[src/rtl/alu_issue_ctrl.sv]
// Registered issue front-end for the combinational 16-bit ALU with valid/ready request and response.
// Define ALU_MUL_EN to include the 16-cycle shift-add multiply built from repeated ALU Add operations.
module alu_issue_ctrl (
    input  logic        clk,
    input  logic        rst,
    input  logic        req_valid,
    output logic        req_ready,
    input  logic [15:0] req_op1,
    input  logic [15:0] req_op2,
    input  logic [1:0]  req_op,
    input  logic        req_mul,
    output logic [15:0] alu_op1,
    output logic [15:0] alu_op2,
    output logic [1:0]  alu_operation,
    input  logic [15:0] alu_result,
    input  logic        alu_zero,
    output logic        rsp_valid,
    input  logic        rsp_ready,
    output logic [15:0] rsp_result,
    output logic        rsp_zero
);
    localparam logic [1:0] OP_ADD = 2'b10;

`ifdef ALU_MUL_EN
    typedef enum logic [1:0] {IDLE = 2'd0, EXEC = 2'd1, RESP = 2'd2, MUL = 2'd3} state_t;
`else
    typedef enum logic [1:0] {IDLE = 2'd0, EXEC = 2'd1, RESP = 2'd2} state_t;
`endif

    state_t state, state_nxt;
    logic   accept;
    logic   go_mul;

    assign req_ready = (state == IDLE);
    assign rsp_valid = (state == RESP);
    assign accept    = req_valid && (state == IDLE);

`ifdef ALU_MUL_EN
    logic [15:0] acc, mcand, mplier, acc_nxt;
    logic [3:0]  cnt;
    logic        mul_last;

    assign go_mul   = req_mul;
    assign acc_nxt  = mplier[0] ? alu_result : acc;
    assign mul_last = (cnt == 4'd15);

    // The ALU adds acc+mcand every iteration; the sum is kept only when the multiplier bit is set.
    always_ff @(posedge clk or posedge rst) begin
        if (rst) begin
            acc    <= 16'd0;
            mcand  <= 16'd0;
            mplier <= 16'd0;
            cnt    <= 4'd0;
        end else if (accept && go_mul) begin
            acc    <= 16'd0;
            mcand  <= req_op1;
            mplier <= req_op2;
            cnt    <= 4'd0;
        end else if (state == MUL) begin
            acc    <= acc_nxt;
            mcand  <= mcand << 1;
            mplier <= mplier >> 1;
            cnt    <= cnt + 4'd1;
        end
    end
`else
    logic mul_unused;

    assign go_mul     = 1'b0;
    assign mul_unused = req_mul;
`endif

    always_ff @(posedge clk or posedge rst) begin
        if (rst) begin
            state <= IDLE;
        end else begin
            state <= state_nxt;
        end
    end

    always_comb begin
        state_nxt = state;
        case (state)
            IDLE: begin
                if (req_valid) begin
`ifdef ALU_MUL_EN
                    state_nxt = go_mul ? MUL : EXEC;
`else
                    state_nxt = EXEC;
`endif
                end
            end
            EXEC: state_nxt = RESP;
`ifdef ALU_MUL_EN
            MUL: begin
                if (mul_last) begin
                    state_nxt = RESP;
                end
            end
`endif
            RESP: begin
                if (rsp_ready) begin
                    state_nxt = IDLE;
                end
            end
            default: state_nxt = IDLE;
        endcase
    end

    // ALU inputs are registered so they only move on clock edges; the response is held through RESP.
    always_ff @(posedge clk or posedge rst) begin
        if (rst) begin
            alu_op1       <= 16'd0;
            alu_op2       <= 16'd0;
            alu_operation <= 2'b00;
            rsp_result    <= 16'd0;
            rsp_zero      <= 1'b0;
        end else begin
            case (state)
                IDLE: begin
                    if (req_valid) begin
                        if (go_mul) begin
                            alu_op1       <= 16'd0;
                            alu_op2       <= req_op1;
                            alu_operation <= OP_ADD;
                        end else begin
                            alu_op1       <= req_op1;
                            alu_op2       <= req_op2;
                            alu_operation <= req_op;
                        end
                    end
                end
                EXEC: begin
                    rsp_result <= alu_result;
                    rsp_zero   <= alu_zero;
                end
`ifdef ALU_MUL_EN
                MUL: begin
                    alu_op1 <= acc_nxt;
                    alu_op2 <= mcand << 1;
                    if (mul_last) begin
                        rsp_result <= acc_nxt;
                        rsp_zero   <= (acc_nxt == 16'd0);
                    end
                end
`endif
                default: begin
                end
            endcase
        end
    end
endmodule

[config.mk]
export PLATFORM = sky130hd
export DESIGN_NAME = alu_issue_ctrl
export DESIGN_NICKNAME = d
export VERILOG_FILES = /design/src/rtl/alu_issue_ctrl.sv
export SDC_FILE = /design/constraint.sdc
export NUM_CORES = 1
export LEC_CHECK = 0
export BUFFER_PORTS_ARGS = -buffer_cell sky130_fd_sc_hd__buf_2
export CORE_MARGIN = 3
export CORE_UTILIZATION = 40
export DETAILED_ROUTE_END_ITERATION = 6
export PLACE_DENSITY = 0.71
export SYNTH_ARGS = -nofsm -noshare
export SYNTH_HDL_FRONTEND = slang
export SYNTH_SLANG_ARGS = --single-unit
export TNS_END_PERCENT = 1
[constraint.sdc]
create_clock -name clk -period 3.1 [get_ports clk]
set_input_delay 0.155 -clock clk [delete_from_list [all_inputs] [get_ports clk]]
set_output_delay 0.155 -clock clk [all_outputs]
set_load 0.05 [all_outputs]
* Word level (Yosys, flattened, before mapping)
Cells that the tools add are included.
Operators by class: reduce and logical (&&, ||, !) cells 3, muxes and demuxes 3, multipliers 0, shift-type cells 0, magnitude comparators 0, div/mod/pow operators 0, add/subtract/negate cells 0, bitwise gates (word level) 0, equal/unequal tests 4
Operators by type and width (number):
- one-hot mux 2 bit (3 select lines) | 1
- 2-to-1 mux 2 bit | 2
- AND reduction 2 bit | 2
- == test 2 x 1 -> 1 bit (second input constant) | 1
- == test 2 bit (second input constant) | 1
- logical NOT 2 bit | 1
- != test 2 x 1 -> 1 bit (second input constant) | 1
- != test 2 bit (second input constant) | 1
Word-level totals: bits in read-only memories 0, logic and storage cells 16, bits in writable memories 0, bits in registers 53, bits of input ports 56, bits in latches 0, output and inout port bits 53, memories kept 0

* Longest topological paths before layout
Gate-level depths: netlist of the first run.
word-level depth 3, mapped depth 4, gate-level depth less buffers 2

* Worst setup path after synthesis of the first run
No wires, ideal clock.
kind register to register, start register state[1], end register alu_op1[0], clock period less this slack 1.422 ns, buffers on the path 1, path slack 1.678 ns, cell stages (with the launch flop) 4, arrival time 1.297 ns, data required time 2.975 ns, setup time 0.125 ns, cells stage by stage dfrtp_1 > nor3b_4 > buf_6 > mux2_2
Between the ends: word-level cells in the longest chain between the ends 2
Ends and longest elaborated chain:
- start: declaration | RTL line 30 | state_t state, state_nxt;
- start signal: assignment | RTL line 77 | state <= state_nxt;
- logical NOT 2 bit | RTL line 119 | case (state)
- AND reduction 2 bit (no source line)
- end signal: assignment | RTL line 127 | alu_op1 <= req_op1;
- end: declaration | RTL line 12 | output logic [15:0] alu_op1,
No other way between the ends. A chain may end at the register's enable or synchronous reset.

* Worst setup path in the final report of the first run
start register state[1], end register rsp_result[15]
Between the ends: word-level cells in the longest chain between the ends 1
Ends and longest elaborated chain:
- == test 2 x 1 -> 1 bit | RTL line 119
- end signal: assignment | RTL line 134 | rsp_result <= alu_result;
- end: declaration | RTL line 19 | output logic [15:0] rsp_result,
No other way between the ends.

==> results.ini, run 1 <==
[setup_path]
cp_data_required_time_ns=3.28
crit_fanout=18
arrival_ns=1.79
cpMaxStageDelayCell=nand2b_1
crit_type=register to register
r2r_slack_ns=1.48
end_kind=register
r2r_cells=2
crit_chain=nand2b_1 -> mux2_2
r2r_start=state[1]
crit_end=rsp_result[15]
r2r_end=rsp_result[15]
startpoint_type=register
startpoint=state[1]
crit_path_max_incr_delay_ns=0.66

[clock_tree]
clock_path_buffers=2
cts-resized-gates=0
hold_buffers=0
cts_made_buffers=5
clock_sinks=53
clk_latency_ns=0.30
cts_max_level=2
tritoncts=yes
cts-root-buf=clkbuf_8
path_clk_slew_ns=0.09
postCtsSetupBuffers=0

[logic_synthesis]
synth_xor_area_share_pct=0
ys_warn_count=0
synth_cell_types=10
yosys.area_share.simple_pct=1.81
seq_area_frac_synth_pct=66.3
synthCells=116
synthMuxAreaShare_pct=28.7
synth-compound-area-share_pct=0.250
synth_top_family_by_area=multiplexers
syn_area_per_cell_um2=17.2
syn_nets=172
syn_area_um2=2000
ys_seq_elements=53
synthAdderAreaFrac_pct=0

[routing]
via_per_inst=4.48
dr.first_iter.drc_count=20
wl_per_cell_um=13.5
drcViolationCount=0
drtPass1Iterations=3
vias=1314
wl_mm=3.95
drtAntennaViolNets=0

[finish]
final_util_pct=55.6
fillers=432
regArea_um2=1330
layout-drive-gt1-share_pct=73.9
fin_area_um2=2660
finalNetCount=282
area_growth_syn_to_layout_pct=33.2
multi_input_area_um2=616
antennaDiodeCount=0

[placed_design]
globalplace.congestion=0.725
port_buffers=107
placed_cell_area_um2=2580
place_hpwl_mm=2.89
pre_cts_ws_ns=1.47

[timing]
fmax_ghz=0.619
period_needed_ns=1.62
clock_skew_ns=0.00731
slew_headroom_pct=26.1
fin_setup_tns_ns=0
setup-violations-final=0
worst_slack_ns=1.48
worst_pin_slew_ns=1.11
min_period_over_period_pct=52.1
hold_violations=0
rsz0062_at_grt=no
drv_slew=0

[global_routing]
grt.total_usage_pct=14.4
grt_antenna_before_repair=0
grt_pass1_vias=1381
grt_pass1_wl_mm=6.73
grt_overflow_total=0
grt_max_degree=54

[floorplan]
fp-row-count=25
die_w_um=76.7
die_area_um2=5880
initial_core_util_pct=41.8
num_io_pins=109
core_region_area_um2=4790
die-height_um=76.7

[worst_hold_path]
min_path_type=input port to register

[run]
drv_cap=0

[status]
status=finished clean

-- area by class of cell --
class / instances / share of cell area [%]
multi-input combinational: 56 / 23.1
inverter: 2 / 0.282
timing repair buffer: 108 / 20.4
clock buffer: 7 / 3.24
sequential: 53 / 49.8
tap: 67 / 3.15
-- Yosys cell counts --
cell type  instances  area [um2]
mux2_2            51         574
buf_6              4        45.0
nor3b_4            1        18.8
nor2_1             1        3.75
inv_1              2        7.51
dfrtp_1           53        1330
nand2b_1           1        6.26
or2b_1             1        7.51
o21ai_0            1        5.00
buf_2              1        5.00
-- sequential cells by signal, indices dropped and copies added, names as in the netlist --
name	cells
alu_op1	16
rsp_zero	1
alu_op2	16
alu_operation	2
state	2
rsp_result	16
-- how the worst min path moves through the flow --
stage                     slack (ns)  cells after the start        to  startpoint
final                           0.05                      2  state[1]   rsp_ready
after global routing            0.04                      2  state[1]   rsp_ready
after CTS                       0.03                      2  state[1]   rsp_ready
after detailed placement        0.36                      2  state[1]   rsp_ready
after global placement          0.35                      2  state[1]   rsp_ready
after floorplan                 0.26                      1  state[1]   rsp_ready
-- layout by cell type, fill, tap and decap left out --
master	n
nor3b_4	1
inv_2	1
clkbuf_1	1
dfrtp_1	53
or2b_1	1
o21ai_0	1
buf_4	1
nand2b_1	1
nor2_1	1
inv_1	1
buf_2	107
clkbuf_8	6
mux2_2	51
-- stage by stage --
| stage | hold slack (ns) | instances |
|---|---|---|
| finish | 0.0451 | 293 |
| global route | 0.0443 | 293 |
| CTS | 0.0337 | 293 |
| detailed placement | 0.363 | 286 |
| global placement | 0.354 | 286 |
| floorplan | 0.262 | 116 |
-- critical path: cells and delay by family, from the launching register on --
family / cells / cell delay, ns
and+or+nand+nor: 1 / 0.66
muxes: 1 / 0.42
DFF: 1 / 0.41
-- logic make-up (layout without fill, tap and decap cells) --
logic type / count (synthesis) / in the layout
buffers and inverters: 7 / 117
AND/OR/NAND/NOR: 4 / 4
AO/OA/AOI/OAI: 1 / 1
multiplexers: 51 / 51
flip-flops: 53 / 53
-- layer usage --
| metal | up-vias | global-route usage [%] | part of all wire (%) |
|---|---|---|---|
| met5 | - | 0 | 0 |
| met2 | 43 | 26.3 | 54 |
| li1 | 621 | - | - |
| met1 | 648 | 16.3 | 40 |
| met3 | 2 | 4.23 | 5.2 |
| met4 | 0 | 3.80 | 0.38 |
Power of run 1 is left out: the tool's default activity adds up to more than one toggle a clock period on the data nets, which glitch-free logic cannot reach.
==> run 2, diff against run 1 <==
Clock period 3.1 ns to 1.6 ns, I/O delays scaled along.
==> results.ini, run 2 (synthesis gave the netlist of run 1 again) <==
[setup_path]
cp_data_required_time_ns=1.78
r2r_start=state[1]
crit_fanout=35
r2r_end=alu_op2[11]
r2r_slack_ns=0.20
arrival_ns=1.59
end_kind=register
crit_type=register to register
r2r_cells=3
startpoint_type=register

[placed_design]
globalplace.congestion=0.715
place_hpwl_mm=3.00
port_buffers=107

[global_routing]
grt.total_usage_pct=16.2
grt_overflow_total=0
grt_pass1_vias=1532
grt_antenna_before_repair=0
grt_max_degree=36
grt_pass1_wl_mm=7.46

[clock_tree]
tritoncts=yes
clock_sinks=53
clock_path_buffers=2
cts-resized-gates=0
path_clk_slew_ns=0.09
cts-root-buf=clkbuf_8
clk_latency_ns=0.30
cts_made_buffers=5
cts_max_level=2

[routing]
drtPass1Iterations=4
wl_per_cell_um=13.6
drtAntennaViolNets=0
via_per_inst=4.41
wl_mm=4.40
dr.first_iter.drc_count=41
vias=1428
drcViolationCount=0

[timing]
fin_setup_tns_ns=0
worst_pin_slew_ns=0.407
period_needed_ns=1.40
slew_headroom_pct=72.8
hold_violations=0
fmax_ghz=0.713
min_period_over_period_pct=87.6
drv_slew=0
rsz0062_at_grt=no
clock_skew_ns=0.00431
setup-violations-final=0

[finish]
fillers=384
layout-drive-gt1-share_pct=66.5
largest_registers=alu_op1 x16, alu_op2 x16, rsp_result x16
finalNetCount=312
final_common_cell=buf_2
antennaDiodeCount=0
area_growth_syn_to_layout_pct=49.9
final_cell_mix=buf_2 (107), dfrtp_1 (53), mux2_2 (51)

[worst_hold_path]
min_from=req_op1[8]
min_to=alu_op1[8]
min_path_type=input port to register
hold_depth=2

[floorplan]
core_region_area_um2=4790
die_area_um2=5880
initial_core_util_pct=41.8
die-height_um=76.7
fp-row-count=25
die_w_um=76.7
num_io_pins=109

[run]
drv_cap=0

[status]
status=finished clean

[run 2: layer usage]
| layer | GRT usage [%] | share of wire, % | up-vias |
|---|---|---|---|
| met5 | 0 | 0 | - |
| met4 | 5.80 | 2.3 | 0 |
| met3 | 4.23 | 4.6 | 9 |
| met2 | 30.5 | 58 | 51 |
| met1 | 17.3 | 35 | 686 |
| li1 | - | - | 682 |
[run 2: what timing repair did]
item | in CTS | in global routing
setup buffers | 0 | 0
hold endpoints to repair | 41 | 4
hold buffers | 24 | 4
[run 2: area by class of cell]
| class | count | area (um2) | area share, % |
|---|---|---|---|
| clock inverter | 1 | 5.00 | 0.167 |
| tap | 67 | 83.8 | 2.80 |
| timing repair buffer | 138 | 863 | 28.8 |
| inverter | 2 | 7.51 | 0.250 |
| clock buffer | 7 | 96.3 | 3.21 |
| multi-input combinational | 56 | 616 | 20.5 |
| sequential | 53 | 1330 | 44.2 |
[run 2: critical path: stages (launching register included)]
cell     delay (ns)
dfrtp_1        0.43
nor3b_4        0.24
buf_12         0.24
mux2_2         0.36
[run 2: worst max-delay path by stage]
stage | endpoint | slack, ns | from | depth (start not counted)
2_1_floorplan | alu_op1[0] | 0.18 | state[1] | 3
3_3_place_gp | alu_op1[3] | 0.23 | state[1] | 3
3_5_place_dp | alu_op2[11] | 0.20 | state[1] | 3
4_1_cts | alu_op2[11] | 0.19 | state[1] | 3
5_1_grt | alu_op1[2] | 0.14 | state[0] | 3
6_report | alu_op2[11] | 0.20 | state[1] | 3
[run 2: per-stage QoR]
| stage | util [%] | std cells | hold WS [ns] | worst slack, ns | cell area, um2 |
|---|---|---|---|---|---|
| after global placement | 54.7 | 288 | 0.106 | 0.233 | 2620 |
| after floorplan | - | 116 | 0.187 | 0.178 | 2000 |
| after global routing | 62.6 | 324 | 0.00104 | 0.137 | 3000 |
| after detailed placement | 54.7 | 288 | 0.0967 | 0.199 | 2620 |
| final | 62.6 | 324 | 0.00765 | 0.198 | 3000 |
| after CTS | 61.8 | 320 | 0.000322 | 0.186 | 2960 |
Power of run 2 is left out for the same reason.
==> run 3, diff against run 2 <==
Settings changed: ABC_AREA from default to 1, GPL_ROUTABILITY_DRIVEN from default to 0, PLACE_DENSITY 0.71 to 0.7.
==> results.ini, run 3 <==
[finish]
final_cell_mix=buf_2 (107), nand2_1 (104), dfrtp_1 (53)
area_growth_syn_to_layout_pct=35.2
final_common_cell=buf_2
layout-drive-gt1-share_pct=36.3
finalNetCount=397
antennaDiodeCount=0
largest_registers=alu_op1 x16, alu_op2 x16, rsp_result x16

[logic_synthesis]
yosys.area.top_type_share_pct=63.4
synthCells=230
yosysMostFrequentCell=nand2_1
synth_area_leaders=dfrtp_1 (63%), nand2_1 (19%), nand3_1 (12%)
ys_seq_elements=53
synth_top_cells_by_count=nand2_1 (104), dfrtp_1 (53), nand3_1 (51)
synth-edff-count=0
synth_cell_types=12
syn_area_per_cell_um2=9.09
synth_ff_type=dfrtp_1
syn_area_um2=2090
yosysTopAreaCell=dfrtp_1
syn_nets=286
ys_warn_count=0
seq_area_frac_synth_pct=63.4
synthArstFlopShare_pct=100

[timing]
drv_slew=0
hold_violations=0
setup-violations-final=0
worst_slack_ns=0.108
period_needed_ns=1.49
fmax_ghz=0.670
clock_skew_ns=0.00393
worst_pin_slew_ns=0.614
min_period_over_period_pct=93.3
slew_headroom_pct=58.9
fin_setup_tns_ns=0
rsz0062_at_grt=no

[worst_hold_path]
min_path_type=input port to register

[placed_design]
port_buffers=107
place_hpwl_mm=3.45
pre_cts_ws_ns=0.274

[global_routing]
grt_overflow_total=0
grt_pass1_vias=1919
grt_antenna_before_repair=0
grt_pass1_wl_mm=8.51
grt.total_usage_pct=17.0
grt_max_degree=36

[floorplan]
fp-row-count=25
die-height_um=78.3
die_area_um2=6130
core_region_area_um2=4880
num_io_pins=109
die_w_um=78.3
initial_core_util_pct=42.8

[clock_tree]
postCtsSetupBuffers=0
tritoncts=yes
cts_made_buffers=5
cts-root-buf=clkbuf_8
cts_max_level=2
clk_latency_ns=0.29
clock_path_buffers=2
cts-resized-gates=0
clock_sinks=53
path_clk_slew_ns=0.09

[status]
status=finished clean

[routing]
drcViolationCount=0
vias=1858
wl_per_cell_um=12.0
drtAntennaViolNets=0
wl_mm=4.91
drtPass1Iterations=4
dr.first_iter.drc_count=104
via_per_inst=4.54

[setup_path]
crit_fanout=22
end_kind=output pin
crit_type=register to output pin
arrival_ns=1.41
startpoint_type=register
cp_data_required_time_ns=1.52

[run]
drv_cap=0

## run 3: final cells by class
class	instances	area [um2]
clock buffer	6	72.6
clock inverter	2	10.0
fill	454	2050
inverter	4	15.0
multi-input combinational	159	673
sequential	53	1330
tap	67	83.8
timing repair buffer	118	646
## run 3: cell families after synthesis
logic type / count (synthesis) / synth area share, %
and+or+nand+nor: 159 / 32.2
DFF: 53 / 63.4
buffers and inverters: 18 / 4.37
## run 3: what timing repair did
| action | in CTS | in global routing |
|---|---|---|
| hold buffers | 6 | 0 |
| endpoints found under the setup margin | 0 | 0 |
| endpoints found under the hold margin | 26 | 0 |
## run 3: worst paths after layout
kind / from / slack [ns] / cells after the start / endpoint
setup / recovery: state[1] / 0.11 / 3 / req_ready
hold / removal: req_op2[14] / 0.01 / 3 / alu_op2[14]
setup reg to reg: state[1] / 0.30 / 4 / alu_op1[3]
hold reg to reg: alu_op2[10] / 0.47 / 2 / alu_op2[10]
max in group asynchronous: rst / 0.73 / 4 / alu_op1[11]
min in group asynchronous: rst / 0.34 / 3 / alu_op2[12]
## run 3: metrics by stage
| stage | hold WS (ns) | instance area (um2) | util [%] | cells |
|---|---|---|---|---|
| final | 0.0119 | 2830 | 57.9 | 409 |
| after floorplan | 0.225 | 2090 | - | 230 |
| after detailed placement | 0.128 | 2680 | 55.0 | 395 |
| after global placement | 0.128 | 2680 | 55.0 | 395 |
| after global routing | 0.00235 | 2830 | 57.9 | 409 |
| after CTS | 0.000188 | 2830 | 57.9 | 409 |
## run 3: routing by layer
metal  share of wire [%]  wire length (um)  vias up  track usage, %
met1                  43              2110      837            21.2
li1                    -                 -      950               -
met4                0.51                25        0            4.02
met3                 7.5               370        4            4.13
met5                   0                 0        -               0
met2                  49              2400       67            30.0
## run 3: critical path, cell delays in order (launching register included)
cell     delay [ns]
dfrtp_1        0.42
nor2_4         0.15
buf_4          0.25
buf_2          0.30
Power of run 3 is left out for the same reason.
